**config.mk**
```make
export PLATFORM = sky130hd
export DESIGN_NAME = uart_rx16
export DESIGN_NICKNAME = d
export VERILOG_FILES = /design/src/rtl/uart_pkg.sv /design/src/rtl/sync_2ff.sv /design/src/rtl/uart_rx16.sv
export SDC_FILE = /design/constraint.sdc
export NUM_CORES = 1
export LEC_CHECK = 0
export CAP_MARGIN = 25
export CORE_MARGIN = 2
export CORE_UTILIZATION = 37
export DETAILED_ROUTE_END_ITERATION = 6
export PLACE_DENSITY = 0.53
export SYNTH_ARGS = -nofsm -noshare
export SYNTH_HDL_FRONTEND = slang
export SYNTH_SLANG_ARGS = --single-unit
```
**constraint.sdc**
```tcl
create_clock -name clk_50m -period 1.8 [get_ports clk_50m]
set_input_delay 0.36 -clock clk_50m [delete_from_list [all_inputs] [get_ports clk_50m]]
set_output_delay 0.36 -clock clk_50m [all_outputs]
set_load 0.05 [all_outputs]
```
**src/rtl/uart_pkg.sv**
```systemverilog
// Shared UART definitions: receiver state encoding and link constants
// common to the receiver and transmitter.
package uart_pkg;

  localparam int UART_OS_RATE   = 16;
  localparam int UART_DATA_BITS = 8;

  typedef enum logic [1:0] {IDLE, START, DATA, STOP} rx_state_t;

endpackage

```
**src/rtl/sync_2ff.sv**
```systemverilog
// Two-flop synchronizer for a single asynchronous input; the reset value
// is chosen per use so the synchronized level matches the line's idle level.
module sync_2ff #(
  parameter logic RST_VAL = 1'b0
) (
  input  logic i_clk,
  input  logic i_rst,
  input  logic i_d,
  output logic o_q
);

  logic r_meta;
  logic r_sync;

  always_ff @(posedge i_clk or posedge i_rst) begin
    if (i_rst) begin
      r_meta <= RST_VAL;
      r_sync <= RST_VAL;
    end else begin
      r_meta <= i_d;
      r_sync <= r_meta;
    end
  end

  assign o_q = r_sync;

endmodule

```
**src/rtl/uart_rx16.sv**
```systemverilog
// 8N1 UART receiver driven by an oversampling tick; recovers LSB-first
// bytes and reports ready, framing-error and overrun flags.
module uart_rx16
  import uart_pkg::*;
#(
  parameter int DATA_BITS = UART_DATA_BITS,
  parameter int OS_RATE   = UART_OS_RATE
) (
  input  logic                 clk_50m,
  input  logic                 rst,
  input  logic                 rxclk_en,
  input  logic                 rx,
  input  logic                 rdy_clr,
  output logic [DATA_BITS-1:0] data,
  output logic                 rdy,
  output logic                 frame_err,
  output logic                 overrun
);

  localparam int SMP_W  = $clog2(OS_RATE);
  localparam int BIDX_W = (DATA_BITS > 1) ? $clog2(DATA_BITS) : 1;

  localparam logic [SMP_W-1:0]  SMP_LAST  = SMP_W'(OS_RATE - 1);
  localparam logic [SMP_W-1:0]  SMP_MID   = SMP_W'(OS_RATE / 2 - 1);
  localparam logic [BIDX_W-1:0] BIDX_LAST = BIDX_W'(DATA_BITS - 1);

  logic                 w_rx_s;
  rx_state_t            r_state;
  rx_state_t            w_state_nxt;
  logic [SMP_W-1:0]     r_smp;
  logic [BIDX_W-1:0]    r_bidx;
  logic [DATA_BITS-1:0] r_shreg;
  logic [DATA_BITS-1:0] r_data;
  logic                 r_rdy;
  logic                 r_fe;
  logic                 r_ovr;
  logic                 w_shift;
  logic                 w_stop_good;
  logic                 w_stop_bad;

  sync_2ff #(.RST_VAL(1'b1)) u_sync_rx (
    .i_clk (clk_50m),
    .i_rst (rst),
    .i_d   (rx),
    .o_q   (w_rx_s)
  );

  always_ff @(posedge clk_50m or posedge rst) begin
    if (rst) begin
      r_state <= IDLE;
      r_smp   <= '0;
      r_bidx  <= '0;
      r_shreg <= '0;
      r_data  <= '0;
      r_rdy   <= 1'b0;
      r_fe    <= 1'b0;
      r_ovr   <= 1'b0;
    end else begin
      r_state <= w_state_nxt;
      if (rxclk_en) begin
        case (r_state)
          IDLE: r_smp <= '0;
          START: begin
            if (r_smp == SMP_MID) begin
              r_smp  <= '0;
              r_bidx <= '0;
            end else begin
              r_smp <= r_smp + 1'b1;
            end
          end
          // OS_RATE is a power of two, so the counter wraps to 0 by itself
          default: r_smp <= r_smp + 1'b1;
        endcase
        if (w_shift) begin
          r_shreg <= {w_rx_s, r_shreg[DATA_BITS-1:1]};
          r_bidx  <= r_bidx + 1'b1;
        end
      end
      if (rdy_clr) begin
        r_rdy <= 1'b0;
        r_ovr <= 1'b0;
      end
      // A good load overrides a coincident clear
      if (w_stop_good) begin
        r_data <= r_shreg;
        r_rdy  <= 1'b1;
        r_fe   <= 1'b0;
        if (r_rdy && !rdy_clr) r_ovr <= 1'b1;
      end else if (w_stop_bad) begin
        r_fe <= 1'b1;
      end
    end
  end

  always_comb begin
    w_state_nxt = r_state;
    if (rxclk_en) begin
      case (r_state)
        IDLE:    if (!w_rx_s) w_state_nxt = START;
        START: begin
          if (w_rx_s)                w_state_nxt = IDLE;
          else if (r_smp == SMP_MID) w_state_nxt = DATA;
        end
        DATA:    if (w_shift && (r_bidx == BIDX_LAST)) w_state_nxt = STOP;
        STOP:    if (r_smp == SMP_LAST) w_state_nxt = IDLE;
        default: w_state_nxt = IDLE;
      endcase
    end
  end

  always_comb begin
    w_shift     = 1'b0;
    w_stop_good = 1'b0;
    w_stop_bad  = 1'b0;
    if (rxclk_en && (r_smp == SMP_LAST)) begin
      if (r_state == DATA) w_shift = 1'b1;
      if (r_state == STOP) begin
        w_stop_good = w_rx_s;
        w_stop_bad  = !w_rx_s;
      end
    end
  end

  assign data      = r_data;
  assign rdy       = r_rdy;
  assign frame_err = r_fe;
  assign overrun   = r_ovr;

endmodule

```
After elaboration in Yosys (flattened, before gate mapping). Index checks and enable logic that the tools add are counted.

Flip-flop bits (word level): 30. Word-level logic and storage cells: 59. Output and inout bits: 11.

Muxes and demuxes: 24. Reduce and logical (&&, ||, !) cells: 13. Equality and inequality tests: 10. Add/sub/neg operators: 2.

Operator list (number): $mux W1 (13); $mux W2 (5); $mux W3 (3); $pmux W2 S4 (1); $pmux W4 S2 (1); $reduce_bool A2 Y1 (4); $ne A2 B2 Y1 const B (3); $reduce_and A5 Y1 (1); $add A4 B1 Y4 const B (1); $eq A2 B2 Y1 const B (2); $eq A4 B3 Y1 const B (1); $eq A4 B4 Y1 const B (1); $mux W4 (1); $add A3 B1 Y3 const B (1); $eq A3 B3 Y1 const B (1); $logic_and A1 B1 Y1 (3); $ne A3 B2 Y1 const B (1); $reduce_and A3 Y1 (1); $eq A2 B1 Y1 const B (1); $logic_not A1 Y1 (2); $logic_not A2 Y1 (1); $reduce_and A2 Y1 (1).

Longest topological paths before layout.
Depth after elaboration: 6. Mapped depth: 5. Gate-level depth less buffers: 4.

Modules after synthesis. From an unflattened synthesis, not the netlist that was laid out.

Cell total of the unflattened synthesis: 98. Area total of the unflattened synthesis: 1307.5 µm².

Modules (own cells, without submodules): uart_rx16 (times used 1, sequential area each 700.7 µm², cells each 95, area an instance 1251.2 µm²); sync_2ff (times used 1, sequential area each 52.6 µm², cells each 3, area an instance 56.3 µm²).

Worst setup path after synthesis. OpenSTA, ideal clock, no wires.

Kind: register -> register. Start point: reg r_smp[0]. End point: reg r_shreg[1]. Buffers on the path: 1. Data required time: 1675 ps. Period minus slack after synthesis: 1615 ps. Arrival: 1490 ps. Path slack: 185 ps. Cell stages (with the launch flop): 6. Cells stage by stage: dfrtp_1 ha_1 and4b_4 and3_4 buf_12 mux2_4.

Longest elaborated chain between the ends: 4.

Ends and longest elaborated chain: start: declaration (line uart_rx16.sv:30) `logic [SMP_W-1:0] r_smp;`; start signal: assignment (line uart_rx16.sv:68) `r_smp <= r_smp + 1'b1;`; start signal: assignment (line uart_rx16.sv:72) `default: r_smp <= r_smp + 1'b1;`; $eq A4 B4 Y1 (line uart_rx16.sv:115) `if (rxclk_en && (r_smp == SMP_LAST)) begin`; $logic_and A1 B1 Y1 (line uart_rx16.sv:115); $mux W1 (line uart_rx16.sv:115); $reduce_and A2 Y1 (no source line); end signal: assignment (line uart_rx16.sv:75) `r_shreg <= {w_rx_s, r_shreg[DATA_BITS-1:1]};`; end: declaration (line uart_rx16.sv:32) `logic [DATA_BITS-1:0] r_shreg;`.

No other way between the ends. A chain may end at the register's enable or synchronous reset.

Worst setup path after layout.
Start point: reg r_smp[0]. End point: reg r_bidx[1].

Longest elaborated chain between the ends: 5. Elaborated cells between the ends (all ways): 8.

Ends and longest elaborated chain: $eq A4 B4 Y1 (line uart_rx16.sv:115); $logic_and A1 B1 Y1 (line uart_rx16.sv:115); $mux W1 (line uart_rx16.sv:115); $reduce_bool A2 Y1 (no source line); $reduce_and A3 Y1 (no source line); end signal: assignment (line uart_rx16.sv:76) `r_bidx <= r_bidx + 1'b1;`; end: declaration (line uart_rx16.sv:31) `logic [BIDX_W-1:0] r_bidx;`.

Several ways; a longest one is shown, not always the timed one.

==> impl_metrics.tcl <==
set metrics [dict create \
    run_status "finished clean" \
    synthMuxAreaShare_pct 15.95 \
    drtPass1Iterations 4 \
    globalRouteOverflowTotal 0 \
    p_leak_nw 0.8292 \
    path_max_fanout 9 \
    numCtsBuffers 5 \
    fin_area_um2 1717 \
    synth_compound_area_share_pct 9.075 \
    antenna_found_initial 0 \
    critPathArrivalTime_ns 1.81 \
    synthesis.area_um2 1420 \
    start_util_pct 38.50 \
    startpoint "r_smp[0]" \
    rsz0062_at_grt "no" \
    die_x_um 65.95 \
    syn2layout_area_growth_pct 20.88 \
    placed_cell_area_um2 1604 \
    total_power_w 0.001892 \
    fmax_mhz 614.4 \
    min_period_over_period_pct 90.42 \
    via_per_inst 5.078 \
    cts-root-buf "clkbuf_8" \
    clkTransAtPathRegs_ns 0.06 \
    ctsHtreeMaxLevel 2 \
    fin_crit_ns 1.628 \
    mostFrequentLayoutCells "dfrtp_1 (28), buf_4 (19), mux2_2 (9)" \
    drt_iter0_markers 77 \
    synth_top_family_by_area "multiplexers" \
    ys_seq_area_share_pct 53.04 \
    mappedNetlistNets 116 \
    crit_type "flip-flop to flip-flop" \
    post_cts_buffers 0 \
    yosysWarnings 0 \
    hold_viol 0 \
    fin_hold_ws_ns 0.3548 \
    place_worst_setup_slack_ns -0.1032 \
    clk_latency_ns 0.28 \
    syn_inst 108 \
    die_area_um2 4349 \
    num_vias 914 \
    irDropWorstVdd_v 0.0005723 \
    place_congestion 0.7785 \
    tightestPinTransition_ns 0.3885 \
    finalWirelength_mm 2.445 \
    final_common_cell "dfrtp_1" \
    critPathCaptureType "flip-flop" \
    synth_fa_ha_area_share_pct 2.643 \
    yosys.area_share.simple_pct 12.07 \
    synth-xor-area-share_pct 1.233 \
    io_buffers 15 \
    io_pins 16 \
    worstReg2RegStart "r_smp[0]" \
    row_count 22 \
    wl_per_cell_um 13.58 \
    hold_buffers 0 \
    fin_skew_ns 0.005234 \
    slew_violations 0 \
    drcViolationCount 0 \
    cp.required_ns 1.98 \
    track_usage_pct 13.58 \
    antennaDiodeCount 0 \
    postSynthAreaPerCell_um2 13.15 \
    grt_max_degree 31 \
    maxSlewHeadroom_pct 74.10 \
    min_from "u_sync_rx.r_meta" \
    grt_pass1_wl_mm 4.284 \
    synthDistinctLibCells 39 \
    cts.sink_count 30 \
    hold_class "flip-flop to flip-flop" \
    grt_pass1_vias 932 \
    finalNetCount 140 \
    ant_nets 0 \
    die_height_um 65.95 \
    cts_max_path_buffers 2 \
    synth-seq-cells 30 \
    layout-drive-gt1-share_pct 40.91 \
    core_um2 3689 \
    cts_tree "built" \
    finalSetupViolCount 0 \
    powerDensity_nw_per_um2 1102 \
    ctsResizeCount 0 \
    critPathLaunchType "flip-flop" \
    hpwl_mm 1.710 \
    max-cap-violations 0 \
    fin_ws_ns 0.1724 \
]
-- synth_stat cells (all sizes together) --
| cell | n | area (µm²) |
|---|---|---|
| or3 | 1 | 6.260 |
| nand3b | 1 | 7.510 |
| nand2 | 1 | 3.750 |
| o22a | 1 | 8.760 |
| and2 | 2 | 15.02 |
| inv | 7 | 26.28 |
| ha | 3 | 37.54 |
| nand3 | 2 | 10.01 |
| mux2i | 2 | 20.02 |
| nand4 | 4 | 25.02 |
| a21o | 1 | 7.510 |
| clkbuf | 1 | 3.750 |
| dfrtp | 28 | 700.7 |
| o22ai | 1 | 6.260 |
| and3 | 2 | 18.77 |
| nand4b | 1 | 8.760 |
| nand2b | 1 | 6.260 |
| a221oi | 3 | 45.04 |
| a21oi | 4 | 20.02 |
| dfstp | 2 | 52.55 |
| and4 | 1 | 11.26 |
| o21ai | 4 | 20.02 |
| mux2 | 16 | 206.5 |
| xnor2 | 2 | 17.52 |
| buf | 5 | 55.05 |
| and3b | 1 | 10.01 |
| o21bai | 1 | 7.510 |
| nor2 | 5 | 18.77 |
| and4b | 1 | 13.76 |
| and2b | 1 | 8.760 |
| a31oi | 1 | 6.260 |
| nor3b | 1 | 7.510 |
| a21boi | 1 | 7.510 |
-- kinds of logic (layout without fill, tap and decap cells) --
| group | Yosys count | count (layout) |
|---|---|---|
| DFF | 30 | 30 |
| and+or+nand+nor | 25 | 25 |
| muxes | 18 | 18 |
| AOI/OAI and AO/OA | 17 | 17 |
| buffers and inverters | 13 | 37 |
| adders and majority gates | 3 | 3 |
| xor gates and xnor gates | 2 | 2 |
-- metal layers --
layer / vias to the layer above / part of all wire (%) / global-route usage [%]
met1: 454 / 48 / 16.76
met2: 20 / 44 / 20.33
met5: - / 0 / 0
met3: 7 / 6.0 / 5.111
li1: 433 / - / -
met4: 0 / 2.2 / 7.653
-- final timing paths --
path,endpoint,slack [ns],cells after the start
worst max-delay path,r_bidx[1],0.17,5
worst min-delay path,u_sync_rx.o_q,0.35,0
worst max register to register,r_bidx[1],0.17,5
worst min register to register,u_sync_rx.o_q,0.35,0
max in group asynchronous,u_sync_rx.o_q,1.02,3
min in group asynchronous,data[5],0.46,3
-- power breakdown --
group	switching (W)	internal, W
combinational	0.000209	0.000181
clock	0.000242	0.000442
sequential	0.0000717	0.000746
-- stage by stage --
stage | TNS (ns) | instances | util, %
after floorplan | 0 | 108 | -
after global placement | -0.5074 | 173 | 43.49
after detailed placement | -0.7625 | 173 | 43.49
after CTS | 0 | 180 | 46.54
after global routing | 0 | 180 | 46.54
final | 0 | 180 | 46.54
-- state kept, by name, indices dropped and copies added (netlist names), named ones only --
name / count
data: 8
frame_err: 1
overrun: 1
r_bidx: 3
r_shreg: 8
r_smp: 4
r_state: 1
rdy: 1
u_sync_rx.o_q: 1
u_sync_rx.r_meta: 1
-- area by class of cell --
| cell class | count | area (µm²) |
|---|---|---|
| clock inverters | 1 | 30.03 |
| clock buffers | 6 | 82.58 |
| repair buffers | 23 | 182.7 |
| multi-input cells | 65 | 581.8 |
| inverters | 7 | 26.28 |
| well taps | 48 | 60.06 |
| flip-flops and latches | 30 | 753.2 |
| fillers | 349 | 1972 |
-- critical path, cell delays in order (launching register included) --
cell      delay (ns)
dfrtp_1         0.41
ha_1            0.25
and4b_4         0.21
and3_4          0.23
buf_4           0.17
a221oi_2        0.26
Power figures use the tool's default switching activity.
